### config.mk
export PLATFORM = sky130hd
export DESIGN_NAME = scroll_counter_gen
export DESIGN_NICKNAME = d
export VERILOG_FILES = /design/src/rtl/scroll_counter_gen_pkg.sv /design/src/rtl/scroll_step_core.sv /design/src/rtl/scroll_counter_gen.sv
export SDC_FILE = /design/constraint.sdc
export NUM_CORES = 1
export LEC_CHECK = 0
export CORE_MARGIN = 2
export CORE_UTILIZATION = 48
export DETAILED_ROUTE_END_ITERATION = 8
export GPL_ROUTABILITY_DRIVEN = 0
export GPL_TIMING_DRIVEN = 0
export PLACE_DENSITY = 0.77
export SYNTH_ARGS = -nofsm -noshare
export SYNTH_HDL_FRONTEND = slang
export SYNTH_SLANG_ARGS = --single-unit
### constraint.sdc
create_clock -name CLK10 -period 1.8 [get_ports CLK10]
set_input_delay 0.18 -clock CLK10 [delete_from_list [all_inputs] [get_ports CLK10]]
set_output_delay 0.18 -clock CLK10 [all_outputs]
set_load 0.02 [all_outputs]
### src/rtl/scroll_counter_gen_pkg.sv
// Shared definitions for the scroll position counter: step direction,
// index-width helper and the CLK10-to-pixel-rate divider.
package scroll_counter_gen_pkg;

  typedef enum logic {
    DIR_UP   = 1'b0,
    DIR_DOWN = 1'b1
  } dir_e;

  localparam int unsigned PIX_DIV = 2;

  // Width of a register/player index; a single-entry bank still gets one bit.
  function automatic int unsigned idx_w(input int unsigned n);
    return (n <= 1) ? 1 : $clog2(n);
  endfunction

endpackage

### src/rtl/scroll_step_core.sv
// Loadable modulo up/down counter: steps once per step strobe and pulses
// wrap_n low for the single cycle in which it wraps.
module scroll_step_core
  import scroll_counter_gen_pkg::*;
#(
  parameter int unsigned WIDTH    = 8,
  parameter int unsigned WRAP_MAX = (1 << WIDTH) - 1
) (
  input  logic             clk,
  input  logic             rst_n,
  input  logic             load,
  input  logic [WIDTH-1:0] load_val,
  input  logic             step,
  input  dir_e             dir,
  output logic [WIDTH-1:0] count,
  output logic             wrap_n
);

  localparam logic [WIDTH-1:0] WMAX = WIDTH'(WRAP_MAX);

  logic [WIDTH-1:0] count_nxt;
  logic             wrap;

  // Values above WMAX (loaded directly) roll to 0 going up, and simply
  // decrement going down; only the modular boundary counts as a wrap.
  always_comb begin
    count_nxt = count;
    wrap      = 1'b0;
    if (dir == DIR_UP) begin
      if (count >= WMAX) begin
        count_nxt = '0;
        wrap      = 1'b1;
      end else begin
        count_nxt = count + WIDTH'(1);
      end
    end else begin
      if (count == '0) begin
        count_nxt = WMAX;
        wrap      = 1'b1;
      end else begin
        count_nxt = count - WIDTH'(1);
      end
    end
  end

  always_ff @(posedge clk or negedge rst_n) begin
    if (!rst_n) begin
      count  <= '0;
      wrap_n <= 1'b1;
    end else if (load) begin
      count  <= load_val;
      wrap_n <= 1'b1;
    end else if (step) begin
      count  <= count_nxt;
      wrap_n <= ~wrap;
    end else begin
      wrap_n <= 1'b1;
    end
  end

endmodule

### src/rtl/scroll_counter_gen.sv
// Per-player scroll register bank, pixel-rate prescaler and load/enable
// gating around a modulo up/down position counter feeding the playfield.
module scroll_counter_gen
  import scroll_counter_gen_pkg::*;
#(
  parameter int unsigned WIDTH       = 8,
  parameter int unsigned NUM_PLAYERS = 2,
  parameter int unsigned STEP_DIV    = PIX_DIV,
  parameter int unsigned WRAP_MAX    = (1 << WIDTH) - 1
) (
  input  logic                                CLK10,
  input  logic                                RESETn,
  input  logic [WIDTH-1:0]                    BD,
  input  logic                                WRn,
  input  logic [idx_w(NUM_PLAYERS)-1:0]       WSEL,
  input  logic [idx_w(NUM_PLAYERS)-1:0]       PSEL,
  input  logic                                HSLDn,
  input  logic                                HBLANK1n,
  input  logic                                VBLANK,
  output logic [WIDTH-1:0]                    HL,
  output logic                                TCn
);

  localparam int unsigned IW = idx_w(NUM_PLAYERS);
  localparam int unsigned PW = (STEP_DIV <= 1) ? 1 : $clog2(STEP_DIV);
  localparam logic [PW-1:0] PRE_LAST = PW'(STEP_DIV - 1);

  logic [WIDTH-1:0] scroll_reg [NUM_PLAYERS];
  logic [WIDTH-1:0] load_val;
  logic [PW-1:0]    presc;
  logic             run;
  logic             load;
  logic             step;
  dir_e             dir;

  assign run  = HBLANK1n & ~VBLANK;
  assign load = ~HSLDn;
  assign step = run & ~load & (presc == PRE_LAST);
  assign dir  = dir_e'(PSEL[0]);

  // Out-of-range indices match no entry: writes drop, loads read zero.
  always_comb begin
    load_val = '0;
    for (int unsigned i = 0; i < NUM_PLAYERS; i++) begin
      if (PSEL == IW'(i)) load_val = scroll_reg[i];
    end
  end

  always_ff @(posedge CLK10 or negedge RESETn) begin
    if (!RESETn) begin
      for (int unsigned i = 0; i < NUM_PLAYERS; i++) scroll_reg[i] <= '0;
    end else if (!WRn) begin
      for (int unsigned i = 0; i < NUM_PLAYERS; i++) begin
        if (WSEL == IW'(i)) scroll_reg[i] <= BD;
      end
    end
  end

  // Prescaler holds its phase across blanking so a step resumes mid-count.
  always_ff @(posedge CLK10 or negedge RESETn) begin
    if (!RESETn) begin
      presc <= '0;
    end else if (load) begin
      presc <= '0;
    end else if (run) begin
      presc <= (presc == PRE_LAST) ? '0 : presc + PW'(1);
    end
  end

  scroll_step_core #(
    .WIDTH    (WIDTH),
    .WRAP_MAX (WRAP_MAX)
  ) u_core (
    .clk      (CLK10),
    .rst_n    (RESETn),
    .load     (load),
    .load_val (load_val),
    .step     (step),
    .dir      (dir),
    .count    (HL),
    .wrap_n   (TCn)
  );

endmodule

# Word level (Yosys, flattened, before mapping)
# Cells that the tools add are included.
word_totals:
  register_bits: 26
  inputBits: 16
  output_inout_bits: 9
  elab_cells: 35
op_classes:
  addsub: 3
  n_lt_le_gt_ge: 1
  eq_ne: 2
  muxes: 14
  bitwise: 7
  n_reduce_logical: 3
op_table:
  columns: ["operator", "count"]
  rows:
  - ["8-bit two-way mux", 6]
  - ["8-bit by 1-bit adder with 8-bit output, second input constant", 1]
  - ["8-bit >= comparator, second input constant", 1]
  - ["8-bit logical NOT", 1]
  - ["1-bit two-way mux", 8]
  - ["8-bit by 1-bit subtractor with 8-bit output, second input constant", 1]
  - ["2-bit by 1-bit != test with 1-bit output, second input constant", 2]
  - ["1-bit NOT", 4]
  - ["2-bit AND reduction", 2]
  - ["1-bit AND", 3]
  - ["1-bit adder, second input constant", 1]

# Logic depth before layout (Yosys ltp)
logic_depth:
  ltp_word: 6
  ltp_mapped: 6
  mapped_depth_nobuf: 6

# Modules after synthesis
# Synthesis repeated with hierarchy kept, for this count alone.
hier_totals:
  hier_cells: 162
  area_unflattened_um2: 1674.1
by_module_without_submodules:
  columns: ["mod", "instances", "cells_each", "area_per_inst_um2", "seq_area_each_um2"]
  rows:
  - ["scroll_step_core", 1, 111, 875.8, 226.5]
  - ["scroll_counter_gen", 1, 51, 798.3, 425.4]

# Worst setup path before layout
# Ideal clock, no wire load.
synth_path:
  path_kind: "register to register"
  from: "register u_core.count[0]"
  to: "register u_core.count[3]"
  setup_time_ns: 0.082
  arrival_ns: 1.858
  required_ns: 1.718
  slack_ns: -0.141
  stages_incl_launch_ff: 7
  n_path_buf: 0
  synth_period_minus_slack_ns: 1.941
  cell_sequence: "dfrtp_1 -> inv_1 -> ha_1 -> or4b_4 -> or3_1 -> nor3b_1 -> o22ai_1"
synth_via:
  elab_chain_len: 5
  word_cells_on_any_way: 9
  classes_between: "2 x add/sub; 1 x order compare; 5 x mux; 1 x reduce/logical"
synth_lines:
  columns: ["element", "line", "text"]
  rows:
  - ["from (decl)", "scroll_step_core.sv:15", "output logic [WIDTH-1:0] count,"]
  - ["from (signal assigned)", "scroll_step_core.sv:51", "count <= load_val;"]
  - ["from (signal assigned)", "scroll_step_core.sv:54", "count <= count_nxt;"]
  - ["8-bit by 1-bit adder with 8-bit output, or another cell as far along", "scroll_step_core.sv:34", "count_nxt = count + WIDTH'(1);"]
  - ["8-bit two-way mux, on equally long branches", "scroll_step_core.sv:30, scroll_step_core.sv:37", null]
  - ["8-bit two-way mux (*)", "scroll_step_core.sv:29", "if (dir == DIR_UP) begin"]
  - ["8-bit two-way mux (*)", "scroll_step_core.sv:53", "end else if (step) begin"]
  - ["8-bit two-way mux (*)", "scroll_step_core.sv:50", "end else if (load) begin"]
# Mark *: on every way between the ends. The rest lies on a longest branch, timed or not. The select of a mux whose other input is x is not followed.
# A chain may end at the register's enable or synchronous reset.

# Worst setup path in the final report
# Same ends and word-level chain as after synthesis.

==> flow_summary_export.csv <==
group,metric,value,unit
status,status,"complete, but fails checks",
status,violations,"setup timing",
synth,synth.avg_cell_area,10.18,um2
sta,rsz0062_at_grt,"true",
drt,drt_first_iter_violations,95,
synth,ys_top_cells_by_area,"dfrtp_1 (39%), mux2_2 (14%), nand2_1 (2.8%)",
power,peakVddDrop,0.5159,mV
synth,ys_seq_area_share,40.51,%
sta,setup_viol,3,
clock_tree,clock_path_buffers,2,
layout,antenna-diode-count,0,
drt,first_pass_iters,4,
clock_tree,insertion_delay,0.34,ns
clock_tree,root_buffer,"clkbuf_4",
synth,ys_ff_latch,26,
setup_path,crit_buf_inv,1,
floorplan,die_x,61.90,um
setup_path,critPathMaxFanout,3,
sta,maxSlewViolCount,0,
floorplan,fp.dieArea,3831,um2
setup_path,arrival,2.15,ns
setup_path,cpPeakStageDelay,0.48,ns
drt,vias_per_cell,5.792,
floorplan,coreArea,3284,um2
synth,ys.flop_type,"dfrtp_1",
clock_tree,cts_made_buffers,3,
layout,drive_above_1_share,30.00,%
drt,detail-route-antenna-nets,0,
floorplan,io_pins,25,
drt,num_vias,1367,
clock_tree,cts.sinks,26,
setup_path,end_kind,"flop",
layout,largest_reg_flops,16,
drt,wl,3.713,mm
layout,layout_common_cells,"clkdlybuf4s50_1 (22), dfrtp_1 (22), mux2_2 (20)",
power,p_leak,0.8387,nW
worst_hold_path,min_path_type,"in2reg",
global_routing,grt_pass1_wl,6.072,mm
layout,n_fill_cell,273,
synth,syn_area,1609,um2
layout,syn2layout_area_growth,26.59,%
run,drv_cap,0,
synth,synth_edf_count,0,
layout,layout.nets,210,
layout,post-route-util,62.02,%
floorplan,die_h,61.90,um
global_routing,grt_overflow,0,
clock_tree,cts.clk_slew.worst_paths,0.15,ns
sta,worst_slack,-0.08929,ns
floorplan,floorplan.rows,21,
global_routing,grt_max_degree,27,
setup_path,crit_chain,"inv_2 -> ha_4 -> or4b_4 -> or3_4 -> nor3b_2 -> o22ai_1",
sta,skew,0.006689,ns
power,power_density,899.4,nW/um2
global_routing,antenna_found_initial,0,
placement,port_buffers,22,
clock_tree,cts_tree,"yes",
drt,wl_per_cell,15.73,um
synth,synth.net_count,177,
sta,hold_slack,0.3100,ns
placement,dp_hpwl,2.681,mm
setup_path,critPathSlowestCell,"or4b_4",
sta,hold_viol_final,0,
drt,drcViolationCount,0,
synth,syn_inst,158,
synth,ys_warn_count,0,
synth,synth_top_area_share,38.88,%
clock_tree,cts_hold_buf,0,
floorplan,start_util,48.99,%
setup_path,crit_required,2.06,ns
setup_path,critPathKind,"reg2reg",
sta,fmax,0.5293,GHz
synth,yosysTopAreaCell,"dfrtp_1",
clock_tree,cts_htree_levels,1,
global_routing,grt_util_all_layers,21.94,%
synth,synthArstFlopShare,100.0,%
setup_path,startpoint_type,"flop",
setup_path,cp_top_family,"simple AND/OR/NAND/NOR gates",
synth,synth.distinct_cells,47,
sta,maxSlewHeadroom,23.57,%
global_routing,grt_pass1_vias,1336,
sta,tightest_slew,1.143,ns
sta,fin_crit,1.889,ns
sta,fin_crit_sh,105.0,%
==> cell usage after synthesis, drive strengths merged (2+ instances only) <==
master and number:
ha 3, mux2i 4, nand2 12, a21oi 6, xnor2 3, inv 4
nor2 6, or3 3, dfrtp 25, nor3 4, and3 3, nand2b 3
nand4 2, o211ai 4, mux2 20, buf 5, nand4b 2, clkbuf 6
and2 3, o31ai 3, and2b 2, nand3 3, o22ai 4, o21ai 5
nor2b 3, a31oi 4
==> through the flow <==
| step | TNS, ns | area [um2] | power (mW) | setup WS (ns) | instances |
|---|---|---|---|---|---|
| after floorplan | -0.06734 | 1613 | 1.152 | -0.03567 | 158 |
| after global placement | -0.4057 | 1891 | 1.341 | -0.1577 | 226 |
| after detailed placement | -0.7123 | 1891 | 1.369 | -0.2369 | 226 |
| after CTS | -0.1289 | 2013 | 1.830 | -0.08393 | 235 |
| after global routing | -0.4899 | 2037 | 1.935 | -0.1519 | 236 |
| final | -0.1572 | 2037 | 1.832 | -0.08929 | 236 |
==> layout make-up <==
| cell class | instances | area [um2] | area share [%] |
|---|---|---|---|
| well taps | 46 | 57.56 | 2.826 |
| inverters | 4 | 15.01 | 0.7371 |
| repair buffers | 29 | 272.8 | 13.39 |
| multi-input cells | 117 | 914.6 | 44.90 |
| clock inverters | 1 | 30.03 | 1.474 |
| flip-flops and latches | 26 | 655.6 | 32.19 |
| clock buffers | 3 | 22.52 | 1.106 |
| plain buffers | 10 | 68.82 | 3.378 |
==> report_power, final <==
part / internal, mW / leakage [nW] / switching (mW)
combinational: 0.340 / 0.509 / 0.326
sequential: 0.677 / 0.301 / 0.0767
clock: 0.226 / 0.0279 / 0.186
==> worst reg2reg max path, cell delays in order (launching register included) <==
cell and delay [ns]:
dfrtp_2 0.44, inv_2 0.09, ha_4 0.13, or4b_4 0.48
or3_4 0.35, nor3b_2 0.16, o22ai_1 0.16
==> path summary, 6_finish.rpt <==
kind / start / end / slack [ns] / depth (start not counted)
worst max-delay path: u_core.count[0]$_DFFE_PN0P_ / u_core.count[3]$_DFFE_PN0P_ / -0.09 / 6
worst min-delay path: PSEL / u_core.wrap_n$_DFF_PN1_ / 0.31 / 5
worst max register to register: u_core.count[0]$_DFFE_PN0P_ / u_core.count[3]$_DFFE_PN0P_ / -0.09 / 6
worst min register to register: scroll_reg[4]$_DFFE_PN0P_ / scroll_reg[4]$_DFFE_PN0P_ / 0.52 / 1
max in group asynchronous: RESETn / u_core.count[1]$_DFFE_PN0P_ / 0.61 / 1
min in group asynchronous: RESETn / u_core.count[7]$_DFFE_PN0P_ / 0.43 / 1
==> cells by family (layout without fill, tap and decap cells) <==
| kind of cell | count (synthesis) | count (layout) | share of synthesized area [%] |
|---|---|---|---|
| AOI/OAI and AO/OA | 34 | 34 | 14.23 |
| xor gates and xnor gates | 4 | 4 | 2.178 |
| adders and majority gates | 3 | 3 | 2.333 |
| buffers and inverters | 15 | 47 | 5.442 |
| DFF | 26 | 26 | 40.51 |
| muxes | 24 | 24 | 16.49 |
| and+or+nand+nor | 52 | 52 | 18.82 |
==> repair_timing <==
item | in CTS | in global routing
pin swaps | 1 | 3
endpoints found under the setup margin | 6 | 7
resized for setup | 9 | 2
setup buffers | 5 | 2
==> routing by layer <==
metal  routed length (um)  GRT usage (%)  vias to the layer above  part of all wire [%]
li1                     -              -                      641                     -
met1                 1546          27.62                      660                    42
met2                 1874          37.14                       60                    50
met3                  242          4.141                        6                   6.5
met4                   50          8.815                        0                   1.3
met5                    0              0                        -                     0
(Power assumes the default switching activity.)
